<file path="config.mk">
export PLATFORM = sky130hd
export DESIGN_NAME = uart_tx_frame
export DESIGN_NICKNAME = d
export VERILOG_FILES = /design/src/rtl/uart_tx_pkg.sv /design/src/rtl/uart_tx_parity_calc.sv /design/src/rtl/uart_tx_frame.sv
export SDC_FILE = /design/constraint.sdc
export NUM_CORES = 1
export LEC_CHECK = 0
export BUFFER_PORTS_ARGS = -buffer_cell sky130_fd_sc_hd__buf_4
export CAP_MARGIN = 10
export CORE_UTILIZATION = 55
export CTS_BUF_LIST = sky130_fd_sc_hd__clkbuf_8
export CTS_CLUSTER_SIZE = 16
export DETAILED_ROUTE_END_ITERATION = 7
export GPL_TIMING_DRIVEN = 1
export HOLD_SLACK_MARGIN = 0.05
export PLACE_DENSITY = 0.78
export SYNTH_ARGS = -nofsm -noshare
export SYNTH_HDL_FRONTEND = slang
export SYNTH_SLANG_ARGS = --single-unit
</file>
<file path="constraint.sdc">
create_clock -name clk -period 5.05 [get_ports clk]
set_input_delay 0.505 -clock clk [delete_from_list [all_inputs] [get_ports clk]]
set_output_delay 0.505 -clock clk [all_outputs]
set_load 0.01 [all_outputs]
</file>
<file path="src/rtl/uart_tx_pkg.sv">
// Shared types and constants for the UART transmit frame engine.
// The BREAK state exists only when UART_TX_BREAK_EN is defined.
package uart_tx_pkg;

   typedef enum logic [2:0] {
      IDLE,
      START,
      DATA,
      PARITY,
      STOP
`ifdef UART_TX_BREAK_EN
      ,
      BREAK
`endif
   } state_e;

   localparam logic [1:0] SEL_START = 2'b00;
   localparam logic [1:0] SEL_STOP  = 2'b01;
   localparam logic [1:0] SEL_DATA  = 2'b10;
   localparam logic [1:0] SEL_PAR   = 2'b11;

   localparam logic PAR_EVEN = 1'b0;
   localparam logic PAR_ODD  = 1'b1;

endpackage

</file>
<file path="src/rtl/uart_tx_parity_calc.sv">
// Combinational parity generator: even parity is the XOR of all payload bits,
// odd parity is its inverse.
module uart_tx_parity_calc
   import uart_tx_pkg::*;
#(
   parameter int DATA_WIDTH = 8
) (
   input  logic [DATA_WIDTH-1:0] data_i,
   input  logic                  par_typ_i,
   output logic                  parity_o
);

   assign parity_o = (par_typ_i == PAR_ODD) ? ~(^data_i) : (^data_i);

endmodule

</file>
<file path="src/rtl/uart_tx_frame.sv">
// UART transmit frame engine: start / LSB-first data / optional parity / stop bits,
// paced by an external baud_tick strobe. Define UART_TX_BREAK_EN to add break_req and BREAK.
module uart_tx_frame
   import uart_tx_pkg::*;
#(
   parameter int   DATA_WIDTH = 8,
   parameter int   STOP_BITS  = 1,
   parameter logic IDLE_LEVEL = 1'b1
) (
   input  logic                  clk,
   input  logic                  rst_n,
   input  logic                  baud_tick,
   input  logic [DATA_WIDTH-1:0] p_data,
   input  logic                  data_valid,
   input  logic                  par_en,
   input  logic                  par_typ,
`ifdef UART_TX_BREAK_EN
   input  logic                  break_req,
`endif
   output logic                  tx_out,
   output logic                  busy,
   output logic [1:0]            mux_sel
);

   localparam int               CNT_W     = $clog2(DATA_WIDTH);
   localparam logic [CNT_W-1:0] LAST_BIT  = CNT_W'(DATA_WIDTH - 1);
   localparam logic             LAST_STOP = 1'(STOP_BITS - 1);

   if (DATA_WIDTH < 5 || DATA_WIDTH > 9) begin : g_bad_width
      $error("uart_tx_frame: DATA_WIDTH must be 5..9");
   end
   if (STOP_BITS != 1 && STOP_BITS != 2) begin : g_bad_stop
      $error("uart_tx_frame: STOP_BITS must be 1 or 2");
   end

   state_e                state_q, state_d;
   logic [CNT_W-1:0]      bit_cnt_q, bit_cnt_d;
   logic                  stop_cnt_q, stop_cnt_d;
   logic [DATA_WIDTH-1:0] data_q, data_d;
   logic                  par_en_q, par_en_d;
   logic                  par_typ_q, par_typ_d;
   logic                  tx_q, tx_d;
   logic                  busy_q, busy_d;
   logic [1:0]            sel_q, sel_d;
   logic                  parity_bit;
   logic                  last_stop_tick;
   logic                  accept;

   uart_tx_parity_calc #(
      .DATA_WIDTH (DATA_WIDTH)
   ) u_parity (
      .data_i    (data_q),
      .par_typ_i (par_typ_q),
      .parity_o  (parity_bit)
   );

   // A new payload is taken either from IDLE or on the closing tick of STOP.
   assign last_stop_tick = (state_q == STOP) && baud_tick && (stop_cnt_q == LAST_STOP);
   assign accept         = data_valid && ((state_q == IDLE) || last_stop_tick);

   always_comb begin
      state_d    = state_q;
      bit_cnt_d  = bit_cnt_q;
      stop_cnt_d = stop_cnt_q;
      data_d     = data_q;
      par_en_d   = par_en_q;
      par_typ_d  = par_typ_q;
      case (state_q)
         IDLE: begin
            if (accept) begin
               state_d = START;
            end
`ifdef UART_TX_BREAK_EN
            else if (break_req) begin
               state_d = BREAK;
            end
`endif
         end
         START: begin
            if (baud_tick) begin
               state_d   = DATA;
               bit_cnt_d = '0;
            end
         end
         DATA: begin
            if (baud_tick) begin
               if (bit_cnt_q == LAST_BIT) begin
                  state_d    = par_en_q ? PARITY : STOP;
                  stop_cnt_d = 1'b0;
               end else begin
                  bit_cnt_d = bit_cnt_q + 1'b1;
               end
            end
         end
         PARITY: begin
            if (baud_tick) begin
               state_d    = STOP;
               stop_cnt_d = 1'b0;
            end
         end
         STOP: begin
            if (last_stop_tick) begin
               state_d = accept ? START : IDLE;
            end else if (baud_tick) begin
               stop_cnt_d = stop_cnt_q + 1'b1;
            end
         end
`ifdef UART_TX_BREAK_EN
         BREAK: begin
            if (baud_tick && !break_req) begin
               state_d = IDLE;
            end
         end
`endif
         default: state_d = IDLE;
      endcase
      if (accept) begin
         data_d    = p_data;
         par_en_d  = par_en;
         par_typ_d = par_typ;
      end
   end

   // Line level and select code follow the next state so they switch with it.
   always_comb begin
      tx_d   = IDLE_LEVEL;
      sel_d  = SEL_STOP;
      busy_d = 1'b1;
      case (state_d)
         IDLE:    busy_d = 1'b0;
         START: begin
            tx_d  = 1'b0;
            sel_d = SEL_START;
         end
         DATA: begin
            tx_d  = data_d[bit_cnt_d];
            sel_d = SEL_DATA;
         end
         PARITY: begin
            tx_d  = parity_bit;
            sel_d = SEL_PAR;
         end
         STOP:    busy_d = 1'b1;
`ifdef UART_TX_BREAK_EN
         BREAK: begin
            tx_d  = 1'b0;
            sel_d = SEL_START;
         end
`endif
         default: busy_d = 1'b0;
      endcase
   end

   always_ff @(posedge clk or negedge rst_n) begin
      if (!rst_n) begin
         state_q    <= IDLE;
         bit_cnt_q  <= '0;
         stop_cnt_q <= 1'b0;
         data_q     <= '0;
         par_en_q   <= 1'b0;
         par_typ_q  <= 1'b0;
         tx_q       <= IDLE_LEVEL;
         busy_q     <= 1'b0;
         sel_q      <= SEL_STOP;
      end else begin
         state_q    <= state_d;
         bit_cnt_q  <= bit_cnt_d;
         stop_cnt_q <= stop_cnt_d;
         data_q     <= data_d;
         par_en_q   <= par_en_d;
         par_typ_q  <= par_typ_d;
         tx_q       <= tx_d;
         busy_q     <= busy_d;
         sel_q      <= sel_d;
      end
   end

   assign tx_out  = tx_q;
   assign busy    = busy_q;
   assign mux_sel = sel_q;

endmodule

</file>
==> impl_metrics.ini <==
[placement]
numPortBuffers = 17
place_ws_ns = 2.61
dpl-instance-area_um2 = 1300
gp_congestion = 0.800
place.detailed.hpwl_mm = 1.79

[clocking]
cts_repair_resize_count = 0
cts_tree = done
numCtsBuffers = 3
clk_latency_ns = 0.26
cts_setup_buffers = 0
clock-root-buffer = clkbuf_8
cts_max_level = 1
clkTransAtPathRegs_ns = 0.08
clockBufferDepth = 2
cts_hold_buf = 0
clkSinkCount = 21

[setup_path]
path_max_fanout = 7
crit_arrival_ns = 2.69
endpoint_kind = register
start_kind = register
crit_required_ns = 5.22
worstSetupPathType = reg -> reg

[die]
initial_core_util_pct = 58.6
die_area_um2 = 2300
num_io_pins = 18
chipHeight_um = 48.0
design.core.area_um2 = 1980
die_w_um = 48.0
rows = 16

[power_and_ir_drop]
max-vdd-ir-drop_mv = 0.454
p_leak_nw = 0.621
p_per_area_nw_per_um2 = 665

[outcome]
status = complete, no violations

[synth]
yosysUniqueCellTypes = 41
yosysWarnings = 0
yosysTopAreaCellShare_pct = 40.9
async_reset_ff_share_pct = 100
ys_ff_latch = 21
post_synth_instance_area_um2 = 1160
seq_area_frac_synth_pct = 45.4
synth_edf_count = 0
synthFlopType = dfrtp_1
syn_area_per_cell_um2 = 10.4
synth_fp_nets = 127
syn_inst = 112
synth_top_area_cell = dfrtp_1
synthTopCellsByArea = dfrtp_1 41%, xnor2_1 6.8%, mux2_2 5.8%, dfstp_2 4.5%, a211oi_1 3.2%

[layout]
drive_gt1_share_pct = 25.0
nFillCells = 153
final_area_um2 = 1350
area_growth_pct = 15.8
n_antenna_cell = 0
most-common-layout-cells = 19 x dfrtp_1, 17 x buf_4, 9 x inv_1, 9 x xnor2_1
layout.nets = 144
final_common_cell = dfrtp_1

[sta]
slew_violations = 0
setup_viol = 0
period_needed_ns = 2.52
worstMarginPinSlew_ns = 0.629
fmax_mhz = 396
setup_tns_ns = 0
final-hold-violation-count = 0
fin_ws_ns = 2.53
skew_ns = 0.000914
finalCritPeriodShare_pct = 50.0
relSlewSlack_pct = 57.6
fin_hold_ws_ns = 0.110
rsz0062_at_grt = no

[job]
drv_cap = 0

[route]
wl_per_cell_um = 15.5
drt_first_pass_iters = 4
drc = 0
routed_wl_mm = 2.40
vias_per_cell = 5.78
drt-initial-drc-count = 31
num_vias = 896
ant_nets = 0

[global_route]
antenna_found_initial = 0
first_global_vias = 833
grt_pass1_wl_mm = 3.65
grt.overflow.total = 0
grt_usage_pct = 23.9
grt_max_degree = 22

[hold_path]
hp-class = in -> async
kinds of logic (layout without fill, tap and decap cells):
kind of cell / Yosys count / after routing / synth area share (%)
DFF: 21 / 21 / 45.4
adders and majority gates: 1 / 1 / 1.08
and+or+nand+nor: 22 / 22 / 11.4
xor gates and xnor gates: 10 / 10 / 7.54
AOI/OAI and AO/OA: 32 / 32 / 19.6
muxes: 10 / 10 / 9.36
buffers and inverters: 16 / 32 / 5.60
critical path, stage by stage, from the launching register on:
cell and delay (ns):
dfrtp_1 0.44, ha_1 0.31, and3b_1 0.21, o31ai_1 0.41, and2_1 0.33, mux2_1 0.35
a211oi_1 0.24, a32oi_1 0.13
layout make-up:
class | instances | area [um^2] | area share, %
Clock inverter | 1 | 5.00 | 0.372
Clock buffer | 3 | 41.3 | 3.07
Tap cell | 27 | 33.8 | 2.51
Sequential cell | 21 | 528 | 39.2
Timing Repair Buffer | 17 | 128 | 9.48
Inverter | 11 | 41.3 | 3.07
Multi-Input combinational cell | 75 | 569 | 42.3
metal layers:
layer	vias up	part of all wire, %	GRT usage, %
met5	-	0	0
met4	0	2.1	12.2
met3	6	3.5	3.40
met2	33	50	39.7
met1	426	45	30.3
li1	431	-	-
state kept, by name, summed over array words and instances, names as in the netlist:
| signal | cells |
|---|---|
| mux_sel | 2 |
| par_en_q | 1 |
| par_typ_q | 1 |
| tx_out | 1 |
| busy | 1 |
| bit_cnt_q | 3 |
| data_q | 8 |
| stop_cnt_q | 1 |
| state_q | 3 |
path summary, 6_finish.rpt:
path                               from         end  slack, ns  cells past startpoint
max                        bit_cnt_q[0]      tx_out       2.53                      7
min in group clk                par_typ   par_typ_q       0.47                      2
max reg2reg                bit_cnt_q[0]      tx_out       2.53                      7
min reg2reg                  stop_cnt_q  stop_cnt_q       0.54                      1
min                               rst_n   data_q[1]       0.11                      1
max in group asynchronous         rst_n      tx_out       4.67                      1
synth_stat cells (all sizes together), types with 2 or more instances:
cell	number
o21ai	7
and3b	2
a221oi	2
a32oi	2
a31oi	2
buf	4
dfstp	2
a21o	4
mux2i	3
a211oi	5
inv	10
or3	3
dfrtp	19
nand2	5
mux2	7
nand2b	3
xnor2	9
a21oi	4
power breakdown:
part	switching [mW]	leakage (nW)	internal (mW)
clock network	0.0564	0.0255	0.0551
registers	0.0809	0.252	0.251
logic	0.220	0.343	0.232
total	0.358	0.621	0.538
through the flow:
stage	power [mW]	cells	util (%)
2_1_floorplan	0.676	112	-
3_3_place_gp	0.761	151	65.6
3_5_place_dp	0.783	151	65.6
4_1_cts	0.897	155	67.9
5_1_grt	0.955	155	67.9
6_report	0.895	155	67.9
(Power assumes the default switching activity.)
